$ cat src/rtl/jt12_wr_sched.sv
// Register-write scheduler for the jt12 CPU port: two requesters are arbitrated
// into a FIFO, and each entry is replayed as an address/data write pair with busy polling.
module jt12_wr_sched #(
    parameter int FIFO_AW = 4,
    parameter int WR_CYC  = 2,
    parameter int GAP     = 4,
    parameter int TIMEOUT = 1023
) (
    input  logic               clk,
    input  logic               rst,
    input  logic               a_valid,
    output logic               a_ready,
    input  logic               a_bank,
    input  logic [7:0]         a_reg,
    input  logic [7:0]         a_data,
    input  logic               b_valid,
    output logic               b_ready,
    input  logic               b_bank,
    input  logic [7:0]         b_reg,
    input  logic [7:0]         b_data,
    output logic               ym_cs_n,
    output logic               ym_wr_n,
    output logic [1:0]         ym_addr,
    output logic [7:0]         ym_din,
    input  logic [7:0]         ym_dout,
    output logic [FIFO_AW:0]   fifo_level,
    output logic               idle,
    output logic               timeout
);

    localparam int DEPTH = 2**FIFO_AW;
    localparam int CW    = 10;
    localparam logic [CW-1:0] WR_LAST = CW'(WR_CYC - 1);
    localparam logic [CW-1:0] GAP_LAST = CW'(GAP - 1);
    localparam logic [CW-1:0] TO_LAST = CW'(TIMEOUT - 1);

    typedef enum logic [2:0] {
        S_IDLE, S_A_WR, S_A_GAP, S_A_POLL, S_D_WR, S_D_GAP, S_D_POLL
    } state_t;

    typedef struct packed {
        logic       bank;
        logic [7:0] rg;
        logic [7:0] data;
    } entry_t;

    state_t             state_q, state_d;
    logic [CW-1:0]      cnt_q, cnt_d;
    entry_t             mem [DEPTH];
    entry_t             work_q, work_d, push_entry;
    logic [FIFO_AW-1:0] wr_ptr, rd_ptr;
    logic [FIFO_AW:0]   level_d;
    logic               full_q, last_b_q;
    logic               push, pop, to_d, idle_d;
    logic               cs_n_d, wr_n_d;
    logic [1:0]         addr_d;
    logic [7:0]         din_d;
    logic               busy;
    logic               unused_dout;

    assign busy        = ym_dout[7];
    assign unused_dout = &{1'b0, ym_dout[6:0]};

    // Round-robin: on a tie the requester that did not win last time is granted.
    assign a_ready    = !full_q && a_valid && (!b_valid || last_b_q);
    assign b_ready    = !full_q && b_valid && (!a_valid || !last_b_q);
    assign push       = a_ready || b_ready;
    assign push_entry = a_ready ? entry_t'{a_bank, a_reg, a_data}
                                : entry_t'{b_bank, b_reg, b_data};

    // NOTE: the FIFO storage is deliberately not reset; only pointers and level are.
    always_ff @(posedge clk) begin
        if (push)
            mem[wr_ptr] <= push_entry;
    end

    // Next-state logic.
    always_comb begin
        // NOTE: defaults first so every path assigns every signal (no latches).
        state_d = state_q;
        pop     = 1'b0;
        to_d    = 1'b0;
        case (state_q)
            S_IDLE:   if (fifo_level != '0) begin
                          pop     = 1'b1;
                          state_d = S_A_WR;
                      end
            S_A_WR:   if (cnt_q == WR_LAST)  state_d = S_A_GAP;
            S_A_GAP:  if (cnt_q == GAP_LAST) state_d = S_A_POLL;
            S_A_POLL: if (!busy) state_d = S_D_WR;
                      else if (cnt_q == TO_LAST) begin
                          state_d = S_D_WR;
                          to_d    = 1'b1;
                      end
            S_D_WR:   if (cnt_q == WR_LAST)  state_d = S_D_GAP;
            S_D_GAP:  if (cnt_q == GAP_LAST) state_d = S_D_POLL;
            S_D_POLL: if (!busy) state_d = S_IDLE;
                      else if (cnt_q == TO_LAST) begin
                          state_d = S_IDLE;
                          to_d    = 1'b1;
                      end
            default:  state_d = S_IDLE;
        endcase
        cnt_d   = (state_d != state_q || state_q == S_IDLE) ? '0 : cnt_q + 1'b1;
        work_d  = pop ? mem[rd_ptr] : work_q;
        level_d = fifo_level + (FIFO_AW+1)'(push) - (FIFO_AW+1)'(pop);
        idle_d  = (state_d == S_IDLE) && (level_d == '0);
    end

    // Output logic, computed from the next state so the registered pins line up with it.
    always_comb begin
        cs_n_d = 1'b1;
        wr_n_d = 1'b1;
        addr_d = ym_addr;
        din_d  = ym_din;
        case (state_d)
            S_A_WR, S_A_POLL: begin
                cs_n_d = 1'b0;
                wr_n_d = (state_d != S_A_WR);
                addr_d = {work_d.bank, 1'b0};
                din_d  = work_d.rg;
            end
            S_D_WR, S_D_POLL: begin
                cs_n_d = 1'b0;
                wr_n_d = (state_d != S_D_WR);
                addr_d = {work_d.bank, 1'b1};
                din_d  = work_d.data;
            end
            default: ;
        endcase
    end

    always_ff @(posedge clk) begin
        if (rst) begin
            state_q    <= S_IDLE;
            cnt_q      <= '0;
            work_q     <= '0;
            wr_ptr     <= '0;
            rd_ptr     <= '0;
            fifo_level <= '0;
            full_q     <= 1'b0;
            last_b_q   <= 1'b1;
            ym_cs_n    <= 1'b1;
            ym_wr_n    <= 1'b1;
            ym_addr    <= '0;
            ym_din     <= '0;
            idle       <= 1'b1;
            timeout    <= 1'b0;
        end else begin
            state_q    <= state_d;
            cnt_q      <= cnt_d;
            work_q     <= work_d;
            fifo_level <= level_d;
            full_q     <= (level_d == (FIFO_AW+1)'(DEPTH));
            if (push)    wr_ptr   <= wr_ptr + 1'b1;
            if (pop)     rd_ptr   <= rd_ptr + 1'b1;
            if (a_ready) last_b_q <= 1'b0;
            else if (b_ready) last_b_q <= 1'b1;
            ym_cs_n    <= cs_n_d;
            ym_wr_n    <= wr_n_d;
            ym_addr    <= addr_d;
            ym_din     <= din_d;
            idle       <= idle_d;
            timeout    <= to_d;
        end
    end

endmodule

$ cat config.mk
export PLATFORM = sky130hd
export DESIGN_NAME = jt12_wr_sched
export DESIGN_NICKNAME = d
export VERILOG_FILES = /design/src/rtl/jt12_wr_sched.sv
export SDC_FILE = /design/constraint.sdc
export NUM_CORES = 1
export LEC_CHECK = 0
export BUFFER_PORTS_ARGS = -buffer_cell sky130_fd_sc_hd__clkbuf_2
export CELL_PAD_IN_SITES_DETAIL_PLACEMENT = 1
export CELL_PAD_IN_SITES_GLOBAL_PLACEMENT = 1
export CORE_UTILIZATION = 40
export CTS_CLUSTER_SIZE = 24
export DETAILED_ROUTE_END_ITERATION = 7
export PLACE_DENSITY = 0.76
export SLEW_MARGIN = 10
export SYNTH_ARGS = -nofsm -noshare
export SYNTH_HDL_FRONTEND = slang
export SYNTH_SLANG_ARGS = --single-unit
$ cat constraint.sdc
create_clock -name clk -period 3.1 [get_ports clk]
set_input_delay 0.465 -clock clk [delete_from_list [all_inputs] [get_ports clk]]
set_output_delay 0.465 -clock clk [all_outputs]
set_load 0.02 [all_outputs]
==> results_dict.tcl, run 1 <==
set metrics [dict create \
    maxCapViolations 0 \
    portBuffers 59 \
    core-area_sq_mm 0.0328 \
    avgSynthCellArea_sq_um 16.3 \
    slew_viol_final 0 \
    peakVddDrop_mv 0.541 \
    rows 66 \
    clock_path_buffers 3 \
    clkTransAtPathRegs_ns 0.06 \
    finalSetupTns_ns 0 \
    leakagePower_nw 5.48 \
    ys.flop_type "edfxtp_1" \
    synth_seq_cells 335 \
    synth_edf_count 272 \
    final_core_util_pct 48.1 \
    crit_type "flip-flop to flip-flop" \
    dieArea_sq_mm 0.0343 \
    grt_usage_pct 20.1 \
    crit_chain "inv_1, ha_1, or4b_4, nand2_4, inv_2, or4_4, or3_1, or2_4, o221ai_1" \
    slew_headroom_pct 40.2 \
    rsz0062_at_grt "false" \
    post-route-period-util_pct 92.2 \
    start_util_pct 41.0 \
    cp_slowest_cell "or4_4" \
    outcome "finished, final reports clean" \
    grt-ovfl-total 0 \
    gp_congestion 0.795 \
    num_io_pins 67 \
    async_flop_share_pct 0 \
    tightest_slew_ns 0.875 \
    h-tree-depth 2 \
    antennaDiodeCount 0 \
    fin_worst_skew_ns 0.0219 \
    timing_hold_violations_final 0 \
    syn_to_final_growth_pct 17.5 \
    postCtsSetupRepairBufs 0 \
    final_cell_count_no_fill 1388 \
    end_kind "flip-flop" \
    num-nets-final 980 \
    drtIter0Drc 634 \
    crit_required_ns 3.53 \
    grt_pass1_wl_microns 50200 \
    placedCellCount 1323 \
    grt_antenna_before_repair 0 \
    yosysSeqAreaShare_pct 70.2 \
    syn-instance-count 822 \
    hpwl_microns 19800 \
    arrival_ns 3.29 \
    cts_buffers 36 \
    hp-class "input pin to flip-flop" \
    drc_errors 0 \
    grt_max_degree 53 \
    mappedNetlistArea_sq_mm 0.0134 \
    synth_cell_types 59 \
    finalWirelength_microns 32800 \
    final_cell_mix "272 x edfxtp_1, 72 x nand2_1, 67 x mux4_2, 60 x dfxtp_1, 59 x clkbuf_2" \
    cp-start-kind "flip-flop" \
    post-route-min-period_ns 2.86 \
    antenna_left 0 \
    clk_latency_ns 0.54 \
    final_common_cell "edfxtp_1" \
    cpPeakStageDelay_ns 0.55 \
    die_w_microns 185 \
    viasPerCell 5.48 \
    grt_pass1_vias 8065 \
    avgRoutedWirePerCell_microns 23.7 \
    setup_viol 0 \
    route.vias.total 7610 \
    post-route-cell-area_sq_mm 0.0158 \
    p_per_area_mw_per_mm2 908 \
    fp.dieH_microns 185 \
    clock.fmax_ghz 0.350 \
    drive_gt1_share_pct 28.3 \
    clock_sink_count 335 \
    cts_tree "done" \
    yosysWarnings 0 \
    power.total_w 0.0143 \
    firstDrtPassIters 4 \
    synth_nets 883 \
    root_buffer "clkbuf_16" \
    placed_area_sq_mm 0.0145 \
    cp_max_fo 12 \
]
==> registers in the layout (all words and copies together) (netlist names), named ones only <==
register / cells
idle: 1
cnt_q: 10
ym_wr_n: 1
fifo_level: 5
rd_ptr: 4
mem: 272
last_b_q: 1
timeout: 1
work_q: 17
full_q: 1
ym_din: 8
wr_ptr: 4
state_q: 3
ym_cs_n: 1
ym_addr: 2
==> metal layers <==
layer / track usage (%) / part of all wire (%) / up-vias
li1: - / - / 3362
met1: 27.3 / 42 / 3925
met2: 32.8 / 49 / 266
met3: 3.50 / 6.6 / 57
met4: 6.81 / 2.7 / 0
met5: 0 / 0 / -
==> final cells by class <==
cell class                 instances  area, sq um
tap                              442          553
fill                            3217        17000
sequential                       335         9440
multi-input combinational        420         3790
inverter                          20         75.1
clock buffer                      45         1030
timing repair buffer             106          661
clock inverter                    20          228
==> cell usage after synthesis (3+ instances only) <==
cell | count | share of area, %
a21o_1 | 4 | 0.22
and2_1 | 3 | 0.14
edfxtp_1 | 272 | 61
mux4_2 | 67 | 11
nor2_1 | 63 | 1.8
nor2b_1 | 5 | 0.23
nand2b_1 | 12 | 0.56
a211oi_1 | 6 | 0.34
xor2_1 | 12 | 0.78
xnor2_1 | 7 | 0.46
o22ai_1 | 9 | 0.42
nor3_1 | 10 | 0.37
a31oi_1 | 5 | 0.23
and4_1 | 3 | 0.20
o21ai_0 | 4 | 0.15
nand3b_1 | 3 | 0.17
inv_1 | 17 | 0.48
nand2_1 | 72 | 2.0
a2111oi_0 | 4 | 0.26
nand3_1 | 10 | 0.37
buf_2 | 11 | 0.41
buf_1 | 7 | 0.20
nor3b_1 | 5 | 0.28
ha_1 | 14 | 1.3
a22oi_1 | 3 | 0.17
mux2i_1 | 30 | 2.2
nand4b_1 | 5 | 0.33
a21oi_1 | 21 | 0.78
dfxtp_1 | 63 | 9.4
clkbuf_1 | 29 | 0.81
o221ai_1 | 4 | 0.26
and3_1 | 3 | 0.14
nand4_1 | 7 | 0.33
==> final timing paths <==
path	from	to	slack [ns]	cells after the start
max reg2reg	fifo_level[3]$_SDFF_PP0_	ym_din[0]$_SDFFE_PP0N_	0.24	9
max	fifo_level[3]$_SDFF_PP0_	ym_din[0]$_SDFFE_PP0N_	0.24	9
min reg2reg	ym_addr[0]$_SDFFE_PP0N_	ym_addr[0]$_SDFFE_PP0N_	0.47	2
min	ym_dout[7]	timeout$_SDFF_PP0_	0.18	3
==> kinds of logic (layout without fill, tap and decap cells) <==
family / count (synthesis) / count (layout) / share of synthesized area, %
AO/OA/AOI/OAI: 72 / 72 / 3.67
XOR/XNOR: 19 / 19 / 1.24
adder cells (fa/ha/maj): 15 / 15 / 1.45
buffers and inverters: 67 / 191 / 1.98
flip-flops: 335 / 335 / 70.2
multiplexers: 99 / 99 / 13.6
AND/OR/NAND/NOR: 215 / 215 / 7.79
==> power by group <==
| group | switching (W) | total (W) | internal (W) |
|---|---|---|---|
| Combinational | 0.00226 | 0.00386 | 0.00160 |
| Sequential | 0.000331 | 0.00596 | 0.00563 |
| Clock | 0.00179 | 0.00451 | 0.00271 |
| Total | 0.00439 | 0.0143 | 0.00994 |
==> through the flow <==
step / hold slack, ns / setup slack [ns]
2_1_floorplan: 0.441 / 0.0916
3_3_place_gp: 0.448 / 0.253
3_5_place_dp: 0.465 / 0.218
4_1_cts: 0.157 / 0.185
5_1_grt: 0.185 / 0.0375
6_report: 0.176 / 0.242
==> critical path: cells and delay by family, from the launching register on <==
family,cells,cell delay [ns]
and+or+nand+nor,5,1.97
AOI/OAI and AO/OA,1,0.20
DFF,1,0.33
buffers and inverters,2,0.14
adders and majority gates,1,0.14
==> repair_timing <==
action | CTS | global route
hold buffers | 0 | 0
resized for setup | 0 | 2
setup endpoints to repair | 0 | 2
No activity file was read; power rests on OpenSTA's default activity.
==> inputs of run 2 (changes only) <==
--- a/config.mk
+++ b/config.mk
@@ -8,6 +8,7 @@
 export BUFFER_PORTS_ARGS = -buffer_cell sky130_fd_sc_hd__clkbuf_2
 export CELL_PAD_IN_SITES_DETAIL_PLACEMENT = 1
 export CELL_PAD_IN_SITES_GLOBAL_PLACEMENT = 1
+export CORE_MARGIN = 5
 export CORE_UTILIZATION = 40
 export CTS_CLUSTER_SIZE = 24
 export DETAILED_ROUTE_END_ITERATION = 7
==> results_dict.tcl, run 2 (synthesis results as in run 1) <==
set metrics [dict create \
    tightest_slew_ns 0.647 \
    hpwl_microns 20500 \
    clk_latency_ns 0.52 \
    post-route-period-util_pct 95.8 \
    setup_viol 0 \
    syn_to_final_growth_pct 16.5 \
    end_kind "flip-flop" \
    p_per_area_mw_per_mm2 890 \
    min_from "ym_dout[7]" \
    hp-class "input pin to flip-flop" \
    crit_chain "inv_1, ha_1, or4b_4, nand2_4, inv_2, ha_1, inv_1, ha_1, inv_1, fa_2, inv_1, a21oi_1, nor2_1, nor2_1, xnor2_2, a31o_2" \
    post-route-cell-area_sq_mm 0.0156 \
    peakVddDrop_mv 0.464 \
    avgRoutedWirePerCell_microns 23.0 \
    clock_path_buffers 3 \
    p_seq_share_pct 42.4 \
    fp.dieH_microns 193 \
    rr_startpoint "fifo_level[2]$_SDFF_PP0_" \
    top_register "mem" \
    largest_register_ffs 272 \
    final_common_cell "edfxtp_1" \
    cpPeakStageDelay_ns 0.50 \
    crit_family "adder cells" \
    crit_top_cell "inv_1" \
    drc_errors 0 \
    antenna_left 0 \
    crit_required_ns 3.50 \
    timing_hold_violations_final 0 \
    ctsHoldBuffers 0 \
    grt_antenna_before_repair 0 \
    h-tree-depth 2 \
    clock.fmax_ghz 0.337 \
    finalWirelength_microns 32000 \
    cts_buffers 36 \
    reg2reg_setup_slack_ns 0.13 \
    drive_gt1_share_pct 27.1 \
    root_buffer "clkbuf_16" \
    post-route-min-period_ns 2.97 \
    maxCapViolations 0 \
    firstDrtPassIters 5 \
    leakagePower_nw 5.42 \
    grt_pass1_wl_microns 49200 \
    clock_sink_count 335 \
    slew_headroom_pct 56.8 \
    fin_worst_skew_ns 0.0112 \
    dieArea_sq_mm 0.0373 \
    gp_congestion 0.768 \
    final_cell_mix "272 x edfxtp_1, 72 x nand2_1, 67 x mux4_2, 60 x dfxtp_1, 59 x clkbuf_2" \
    final_core_util_pct 46.9 \
    fin_ws_ns 0.129 \
    clkTransAtPathRegs_ns 0.06 \
    start_util_pct 40.2 \
    worst_hold_slack_ns 0.208 \
    portBuffers 59 \
    biggestRegsByFlops "mem: 272 flops, work_q: 17 flops, cnt_q: 10 flops" \
    cp-start-kind "flip-flop" \
    num-nets-final 979 \
    crit_start "fifo_level[2]$_SDFF_PP0_" \
    switchingPower_w 0.00431 \
    cp_max_fo 6 \
    pre_cts_ws_ns 0.0921 \
    rows 67 \
    grt_pass1_vias 8087 \
    power.total_w 0.0139 \
    power_frac_comb_pct 28.6 \
    arrival_ns 3.37 \
    route.vias.total 7516 \
    grt-ovfl-total 0 \
    core-area_sq_mm 0.0334 \
    slew_viol_final 0 \
    antennaDiodeCount 0 \
    num_io_pins 67 \
    crit_type "flip-flop to flip-flop" \
    grt_usage_pct 17.0 \
    die_w_microns 193 \
    cp_slowest_cell "or4b_4" \
    placed_area_sq_mm 0.0145 \
    drtIter0Drc 550 \
    path_buf_inv 5 \
    clock_power_share_pct 29.0 \
    grt_max_degree 53 \
    cts_tree "done" \
    swShare_pct 31.0 \
    outcome "finished, final reports clean" \
    p_int_w 0.00961 \
    viasPerCell 5.41 \
]
==> run 2: cell types whose count changed in the layout (fill, tap and decap cells not counted), sizes merged <==
cell / delta
buf: -1
bufinv: -2
clkbuf: +1
clkinv: +2
clkinvlp: -4
inv: -2
==> run 2: layer usage <==
metal	global-route usage, %	vias to the layer above	share of wire [%]
met3	3.17	40	6.0
li1	-	3352	-
met5	0	-	0
met4	4.12	0	2.0
met1	22.7	3893	42
met2	28.9	231	50
==> run 2: power by group through the flow <==
stage | registers, W | logic (W) | clock network [W]
floorplan | 0.00592 | 0.00264 | 0
global placement | 0.00596 | 0.00383 | 0
detailed placement | 0.00600 | 0.00398 | 0
CTS | 0.00592 | 0.00400 | 0.00412
global route | 0.00596 | 0.00435 | 0.00434
finish | 0.00590 | 0.00398 | 0.00404
==> run 2: repair_timing <==
item | in CTS | in global routing
hold endpoints to repair | 0 | 0
endpoints found under the setup margin | 0 | 3
resized for setup | 0 | 2
buffers inserted | 0 | 0
==> run 2: final timing paths <==
kind | end | cells past startpoint
max reg2reg | idle$_SDFF_PP1_ | 16
max | idle$_SDFF_PP1_ | 16
min | timeout$_SDFF_PP0_ | 3
min reg2reg | work_q[14]$_SDFF_PP0_ | 2
==> run 2: stage by stage <==
step	std cells	TNS [ns]
CTS	1388	0
detailed placement	1328	0
floorplan	822	0
global placement	1328	0
global route	1388	-0.0193
finish	1388	0
==> run 2: worst reg2reg max path, stage by stage (launching register included) <==
cell,delay (ns)
dfxtp_1,0.32
inv_1,0.09
ha_1,0.18
or4b_4,0.50
nand2_4,0.08
inv_2,0.07
ha_1,0.29
inv_1,0.06
ha_1,0.15
inv_1,0.06
fa_2,0.37
inv_1,0.07
a21oi_1,0.06
nor2_1,0.10
nor2_1,0.08
xnor2_2,0.16
a31o_2,0.22
==> run 2: layout make-up <==
| cell class | instances | area, sq um |
|---|---|---|
| Fill cell | 3272 | 17700 |
| Sequential cell | 335 | 9440 |
| Multi-Input combinational cell | 420 | 3790 |
| Clock buffer | 46 | 960 |
| Timing Repair Buffer | 105 | 691 |
| Tap cell | 448 | 561 |
| Clock inverter | 14 | 130 |
| Inverter | 20 | 75.1 |
